[src/rtl/lcd_pkg.sv]
// lcd_pkg: shared opcode, state and width definitions for the LCD command path
package lcd_pkg;
  localparam int LCD_OPW = 4;
  localparam logic [LCD_OPW-1:0] OP_WRITE       = 4'd0;
  localparam logic [LCD_OPW-1:0] OP_SHIFT_UP    = 4'd1;
  localparam logic [LCD_OPW-1:0] OP_SHIFT_DOWN  = 4'd2;
  localparam logic [LCD_OPW-1:0] OP_SHIFT_LEFT  = 4'd3;
  localparam logic [LCD_OPW-1:0] OP_SHIFT_RIGHT = 4'd4;
  localparam logic [LCD_OPW-1:0] OP_MAX         = 4'd5;
  localparam logic [LCD_OPW-1:0] OP_MIN         = 4'd6;
  localparam logic [LCD_OPW-1:0] OP_AVERAGE     = 4'd7;
  localparam logic [LCD_OPW-1:0] OP_COUNTER_CW  = 4'd8;
  localparam logic [LCD_OPW-1:0] OP_CLOCKWISE   = 4'd9;
  localparam logic [LCD_OPW-1:0] OP_MIRROR_X    = 4'd10;
  localparam logic [LCD_OPW-1:0] OP_MIRROR_Y    = 4'd11;
  localparam logic [LCD_OPW-1:0] OP_ILLEGAL_MIN = 4'd12;
  typedef logic [2:0] seq_state_t;
  localparam seq_state_t S_IDLE      = 3'd0;
  localparam seq_state_t S_FETCH     = 3'd1;
  localparam seq_state_t S_LOAD      = 3'd2;
  localparam seq_state_t S_ISSUE     = 3'd3;
  localparam seq_state_t S_ACK       = 3'd4;
  localparam seq_state_t S_WAIT_DONE = 3'd5;
  localparam seq_state_t S_FINISH    = 3'd6;
  function automatic logic is_illegal(input logic [LCD_OPW-1:0] op);
    return op >= OP_ILLEGAL_MIN;
  endfunction
endpackage

[src/rtl/lcd_cmd_sequencer.sv]
// lcd_cmd_sequencer: fetches opcodes from a command ROM and issues them to the LCD controller
// Ports: clk, reset (async, active-high), start (pulse, honoured only in IDLE),
//   crom_rd/crom_a/crom_q (ROM read, data one cycle after crom_rd),
//   cmd/cmd_valid (issue strobe while busy low), busy/done (controller handshake),
//   seq_done (high in FINISH), issued_cnt (saturating issue count).
// Build option: LCD_SEQ_SKIP_ILLEGAL_EN drops opcodes 12..15 instead of issuing them.
module lcd_cmd_sequencer
  import lcd_pkg::*;
#(
  parameter int AW  = 6,
  parameter int OPW = LCD_OPW
) (
  input  logic          clk,
  input  logic          reset,
  input  logic          start,
  output logic          crom_rd,
  output logic [AW-1:0] crom_a,
  input  logic [OPW-1:0] crom_q,
  output logic [OPW-1:0] cmd,
  output logic          cmd_valid,
  input  logic          busy,
  input  logic          done,
  output logic          seq_done,
  output logic [AW:0]   issued_cnt
);
  seq_state_t state;
  logic [AW-1:0] ptr;
  logic [OPW-1:0] op, last_cmd;
  logic last, skip;
  assign last = ptr == '1;
`ifdef LCD_SEQ_SKIP_ILLEGAL_EN
  assign skip = is_illegal(crom_q);
`else
  assign skip = 1'b0;
`endif
  assign crom_rd   = state == S_FETCH;
  assign crom_a    = ptr;
  assign cmd       = state == S_ISSUE ? op : last_cmd;
  assign cmd_valid = state == S_ISSUE && !busy;
  assign seq_done  = state == S_FINISH;
  // Past the last ROM entry the pointer never wraps; a WRITE is forced instead.
  always_ff @(posedge clk or posedge reset)
    if (reset) begin
      state      <= S_IDLE;
      ptr        <= '0;
      op         <= '0;
      last_cmd   <= '0;
      issued_cnt <= '0;
    end else
      case (state)
        S_IDLE:
          if (start) begin
            ptr        <= '0;
            issued_cnt <= '0;
            state      <= S_FETCH;
          end
        S_FETCH: state <= S_LOAD;
        S_LOAD:
          if (skip) begin
            if (last) begin
              op    <= '0;
              state <= S_ISSUE;
            end else begin
              ptr   <= ptr + 1'b1;
              state <= S_FETCH;
            end
          end else begin
            op    <= crom_q;
            state <= S_ISSUE;
          end
        S_ISSUE:
          if (!busy) begin
            last_cmd   <= op;
            issued_cnt <= issued_cnt == '1 ? issued_cnt : issued_cnt + 1'b1;
            state      <= S_ACK;
          end
        S_ACK:
          if (busy || done) begin
            if (op == '0) state <= S_WAIT_DONE;
            else if (last) begin
              op    <= '0;
              state <= S_ISSUE;
            end else begin
              ptr   <= ptr + 1'b1;
              state <= S_FETCH;
            end
          end
        S_WAIT_DONE: if (done) state <= S_FINISH;
        default: state <= state;
      endcase
endmodule

[config.mk]
export PLATFORM = sky130hd
export DESIGN_NAME = lcd_cmd_sequencer
export DESIGN_NICKNAME = d
export VERILOG_FILES = /design/src/rtl/lcd_pkg.sv /design/src/rtl/lcd_cmd_sequencer.sv
export SDC_FILE = /design/constraint.sdc
export NUM_CORES = 1
export LEC_CHECK = 0
export CORE_MARGIN = 2
export CORE_UTILIZATION = 40
export DETAILED_ROUTE_END_ITERATION = 8
export DONT_BUFFER_PORTS = 1
export PLACE_DENSITY = 0.57
export SETUP_SLACK_MARGIN = 0.1
export SYNTH_ARGS = -nofsm -noshare
export SYNTH_HDL_FRONTEND = slang
export SYNTH_SLANG_ARGS = --single-unit
[constraint.sdc]
create_clock -name clk -period 1.93 [get_ports clk]
set_input_delay 0.386 -clock clk [delete_from_list [all_inputs] [get_ports clk]]
set_output_delay 0.386 -clock clk [all_outputs]
set_load 0.005 [all_outputs]
Word level (Yosys, flattened, before mapping)
Index checks and enable logic that the tools add are counted.
W data, S select, Z words.
Storage, ports and cells
  bits in registers: 24
  output and inout bits: 20
  word-level logic and storage cells: 59
Cells by class
  add/subtract/negate cells: 2
  eq/ne operators: 16
  mux-type cells: 21
  bitwise logic cells: 1
  reductions and logical operators: 14
Operators by type and width (number)
  $mux W6: 4
  $mux W7: 3
  $pmux W3 S6: 1
  $mux W4: 4
  $ne A2 B2 Y1 const B: 8
  $mux W3: 5
  $pmux W7 S2: 1
  $pmux W6 S2: 1
  $reduce_and A5 Y1: 2
  $eq A3 B3 Y1 const B: 3
  $pmux W4 S2: 1
  $reduce_and A4 Y1: 2
  $add A7 B1 Y7 const B: 1
  $eq A7 B7 Y1 const B: 1
  $add A6 B1 Y6 const B: 1
  $eq A3 B2 Y1 const B: 2
  $eq A6 B6 Y1 const B: 1
  $reduce_bool A2 Y1: 3
  $reduce_bool A6 Y1: 1
  $logic_not A4 Y1: 1
  $eq A3 B1 Y1 const B: 1
  $logic_not A3 Y1: 1
  $mux W2: 1
  $reduce_and A2 Y1: 1
  other kinds (4): 4

Longest topological paths before layout
  depth after elaboration: 5
  depth in mapped cells: 6

Worst setup path after synthesis
OpenSTA, ideal clock, no wires.
  path type: register to register
  from: reg ptr[0], in the netlist crom_a[0]
  to: reg ptr[5], in the netlist crom_a[5]
  library setup time: 0.077 ns
  arrival time: 1.565 ns
  required time: 1.853 ns
  path slack: 0.288 ns
  cell stages (with the launch flop): 6
  period minus slack after synthesis: 1.642 ns
  path through: dfrtp_1 ha_1 nand3_1 o221ai_2 or4_1 a21oi_1
Between the ends
  word-level cells in the longest chain between the ends: 5
  elaborated cells on any way between the ends: 8
  classes of those cells: 1 x add/sub; 2 x eq/ne; 4 x mux; 1 x reduce/logical
RTL lines
  from (decl): line lcd_cmd_sequencer.sv:27  | logic [AW-1:0] ptr;
  from (signal assigned): line lcd_cmd_sequencer.sv:64  | ptr <= ptr + 1'b1;
  from (signal assigned): line lcd_cmd_sequencer.sv:84  | ptr <= ptr + 1'b1;
  $add A6 B1 Y6: line lcd_cmd_sequencer.sv:84
  $mux W6: line lcd_cmd_sequencer.sv:80  | else if (last) begin
  $mux W6: line lcd_cmd_sequencer.sv:79  | if (op == '0) state <= S_WAIT_DONE;
  $mux W6: line lcd_cmd_sequencer.sv:78  | if (busy || done) begin
  $pmux W6 S2: line lcd_cmd_sequencer.sv:50  | case (state)
Parallel ways exist; a longest one is shown, timed or not. The select of a mux whose other input is x is not followed.
A chain may end at the register's enable or synchronous reset.

Worst setup path after layout
  from: reg ptr[0], in the netlist crom_a[0]
  to: reg op[3]
Between the ends
  word-level cells in the longest chain between the ends: 3
RTL lines
  $eq A6 B6 Y1: line lcd_cmd_sequencer.sv:30  | assign last = ptr == '1;
  $ne A2 B2 Y1 (no line)
  $reduce_and A4 Y1 (no line)
  to (signal assigned): line lcd_cmd_sequencer.sv:68  | op <= crom_q;
  to (decl): line lcd_cmd_sequencer.sv:28  | logic [OPW-1:0] op, last_cmd;
No other way between the ends.

==> results.txt <==
The run finished with clean final reports. The startpoint identified for the worst register-to-register timing path is crom_a[0]. From bottom edge to top edge, the die measures 64.0 um. The antenna diode instance count came out at 0.

The tool flagged a number of max-cap violations equal to 0. The number of global-route vias before repair came out at 1125. The most critical setup path has its startpoint at crom_a[0]. Synthesis inferred 24 register bits.

On the final layout, the worst clock skew is about 0.0072 ns. Leaving out fill and tap cells, the most frequent cells in the layout are nand2_1 (19), dfrtp_1 (19), buf_4 (10). The maximum number of buffers from clock root to sink is 2. The sum of internal, switching and leakage power is 2.11 mW.

The share of final-layout standard cells stronger than drive strength 1 came out at 19.6%. The instance count of the mapped netlist is 148. The distinct cell type count after synthesis is 42. The slowest stage of the critical path belongs to the cell dfrtp_2.

The total of endpoints with negative setup slack in the final report came out at 0. In this run the static leakage power is between 0.7 and 0.8 nW. The mean area per synthesized cell came out at ~9.7 um2. The area of the core region is 3390 um2. The highest ir drop seen on vdd is 0.000457 V.

The total clock buffers created by CTS is 3. The number of port buffers is 0. CTS placed an instance of clkbuf_4 at the clock tree root. Setup repair after global routing left no endpoint under its margin.

The via count is 1158. The depth of the most critical reg-to-reg path came out at 5. The worst hold path belongs to the class in -> reg.

In this run the worst setup path terminates at op[3]. The per-cell via count in the routed design came out at ~5.7. The number of design-rule violations left by the first detailed-router iteration is between 40 and 50. The final total negative setup slack is 0 ns.

The TritonCTS sink count came out at 24. The worst setup path is of the reg -> reg kind. The register-to-register setup slack came out at approximately 0.21 ns. After global routing the overflow that remains totals 0.

The actual slew at the worst max-slew pin is roughly 0.44 ns. The number of antenna violations at the first check in global routing is 0. The detail route stage leaves a number of antenna-violating nets equal to 0. The max-slew violation count came out at 0. The logic depth of the worst path, buffers included is 5. The sequential element share of the synthesized area came out at approximately two fifths. In this design, the stage delay of the slowest critical-path cell is 0.44 ns. For this run, the total global-route usage over all layers was measured as roughly 16%. The remaining max-slew budget at the tightest pin is a little over two thirds. At the end of the flow the core is filled with cells to 47.7%.

Static timing analysis puts the maximum clock frequency at approximately 580 MHz. Detailed placement ended at an HPWL of between 2000 and 2500 um. The required time reported for the critical path endpoint came out at approximately 2.2 ns. During synthesis, Yosys emitted a total of 0 warnings. Among all flip-flop cells after synthesis, the most frequent one is dfrtp_1. Counting both buffers and inverters, the worst setup path holds a total of 0. Entering global routing, the biggest net connects 25 pins. The TritonCTS clock tree is done. The number of optimization iterations in the first detailed-route pass came out at 4. The worst setup path is launched from a register. The final instance area is around 1600 um2. The post-synthesis cell area came out at 1440 um2. Pin placement for this block handled 29 I/O pins.

The placed standard-cell area came out at 1500 um2. For this run, design rule violations remaining after detail routing come to 0. The total wire length after detailed routing came out at around 3100 um. The die boundary width came out at 64.0 um. The final critical-path share of the clock period is 89.4%. The hold violation count in the final report came out at 0. After detailed routing, the average wire length per cell comes to 15.3 um. The worst setup path is captured at a register. Clock-pin slew was measured on the worst setup and hold paths at 0.14 ns. Yosys mapped a number of flops with a built-in enable equal to 0. The clock latency reported for the late side of the worst-skew pair is between 0.3 and 0.4 ns. The layout-stage area growth over the synthesis result is 12.2%. The cell area power density is ~1300 nW/um2. Of all nets on the critical path, the largest fanout is 6. The proportion of register bits with asynchronous set or reset after synthesis came out at between 90% and 100%. The starting density of the core came out at a little over two fifths. When the netlist entered floorplanning its net count stood at between 150 and 200. The last weighted congestion value of the routability-driven placer came out at between 0.7 and 0.8. The data arrival at the endpoint of the critical path came out at ~2.0 ns. The worst hold path begins at crom_q[0]. Among cell families on the critical path, the largest total delay comes from simple AND/OR/NAND/NOR gates.

The die covers 4100 um2. The worst hold margin came out at between 0.15 and 0.2 ns. The post-route minimum period came out at around 1.7 ns. The wire length of the first global-routing pass is between 5000 and 6000 um. Traced cell by cell, the critical path runs through ha_2 -> nand3_1 -> or3_1 -> o32a_4 -> mux2i_1. The net total in the final layout came out at between 150 and 200. The H-tree depth came out at 1. Row generation in the floorplan step produced 21 rows.

The destination of the worst register-to-register timing path is op[3]. The number of fill cells in the layout is approximately 330.
==> worst min-delay path by stage <==
stage                            to  cells after the start
final                         op[0]                      2
after CTS                     op[0]                      2
after global placement    crom_a[3]                      2
after floorplan           crom_a[0]                      1
after global routing          op[0]                      2
after detailed placement  crom_a[5]                      2
==> worst register-to-register path, cell delays in order, from the launching register on <==
cell	delay (ns)
dfrtp_2	0.44
ha_2	0.20
nand3_1	0.11
or3_1	0.35
o32a_4	0.36
mux2i_1	0.18
==> flip-flops by register name, indices dropped and copies added, names as in the netlist <==
signal	flops
issued_cnt	7
crom_a	6
last_cmd	4
op	4
state	3
==> power by group <==
group | internal (mW) | total, mW | switching [mW]
combinational | 0.417 | 0.857 | 0.440
sequential | 0.661 | 0.883 | 0.222
clock | 0.210 | 0.373 | 0.163
==> through the flow <==
step                std cells  worst slack [ns]
CTS                       199            0.0602
floorplan                 148             0.288
global placement          194             0.211
finish                    204             0.205
detailed placement        194             0.176
global route              204             0.104
==> cell type report <==
cell class / count / area [um2] / area share, %
Sequential cell: 24 / 607 / 37.5
Clock inverter: 1 / 30.0 / 1.86
Clock buffer: 3 / 22.5 / 1.39
Timing Repair Buffer: 11 / 85.1 / 5.26
Multi-Input combinational cell: 110 / 781 / 48.3
Tap cell: 46 / 57.6 / 3.56
Inverter: 9 / 33.8 / 2.09
==> per-layer routing <==
metal,part of all wire [%],routed length (um),GRT usage [%],vias up
li1,-,-,-,565
met1,47,1470,22.5,565
met2,47,1490,25.1,26
met3,4.8,149,2.99,2
met4,0.64,20,5.98,0
met5,0,0,0,-
==> logic make-up after synthesis <==
kind of cell,after synthesis,share of synthesized area (%)
adders and majority gates,3,2.60
AOI/OAI and AO/OA,36,18.7
DFF,24,41.7
xor gates and xnor gates,2,1.22
buffers and inverters,14,5.21
muxes,11,7.99
and+or+nand+nor,58,22.7
==> cell usage after synthesis, types with 2 or more instances <==
cell type / count / area (um2)
ha_1: 3 / 37.5
inv_1: 9 / 33.8
nand3_1: 8 / 40.0
nand4_1: 2 / 12.5
buf_4: 2 / 15.0
o211ai_1: 4 / 30.0
o31ai_1: 5 / 37.5
nor2_1: 7 / 26.3
and3_1: 2 / 12.5
mux2i_1: 7 / 70.1
buf_6: 2 / 22.5
nand2b_2: 2 / 17.5
a32o_1: 2 / 20.0
or3_1: 3 / 18.8
o21ai_0: 6 / 30.0
o2111ai_1: 2 / 17.5
and2_1: 3 / 18.8
nand2_1: 19 / 71.3
dfrtp_1: 24 / 601
xor2_1: 2 / 17.5
mux2_1: 4 / 45.0
o21ai_1: 5 / 25.0
a21oi_1: 4 / 20.0
nand3b_1: 2 / 15.0
nand2_2: 2 / 12.5
==> repair_timing <==
item,CTS,global route
buffers inserted,0,5
hold buffers,1,0
endpoints found under the hold margin,24,0
resized for setup,4,6
endpoints found under the setup margin,5,11
Power figures use the tool's default switching activity.
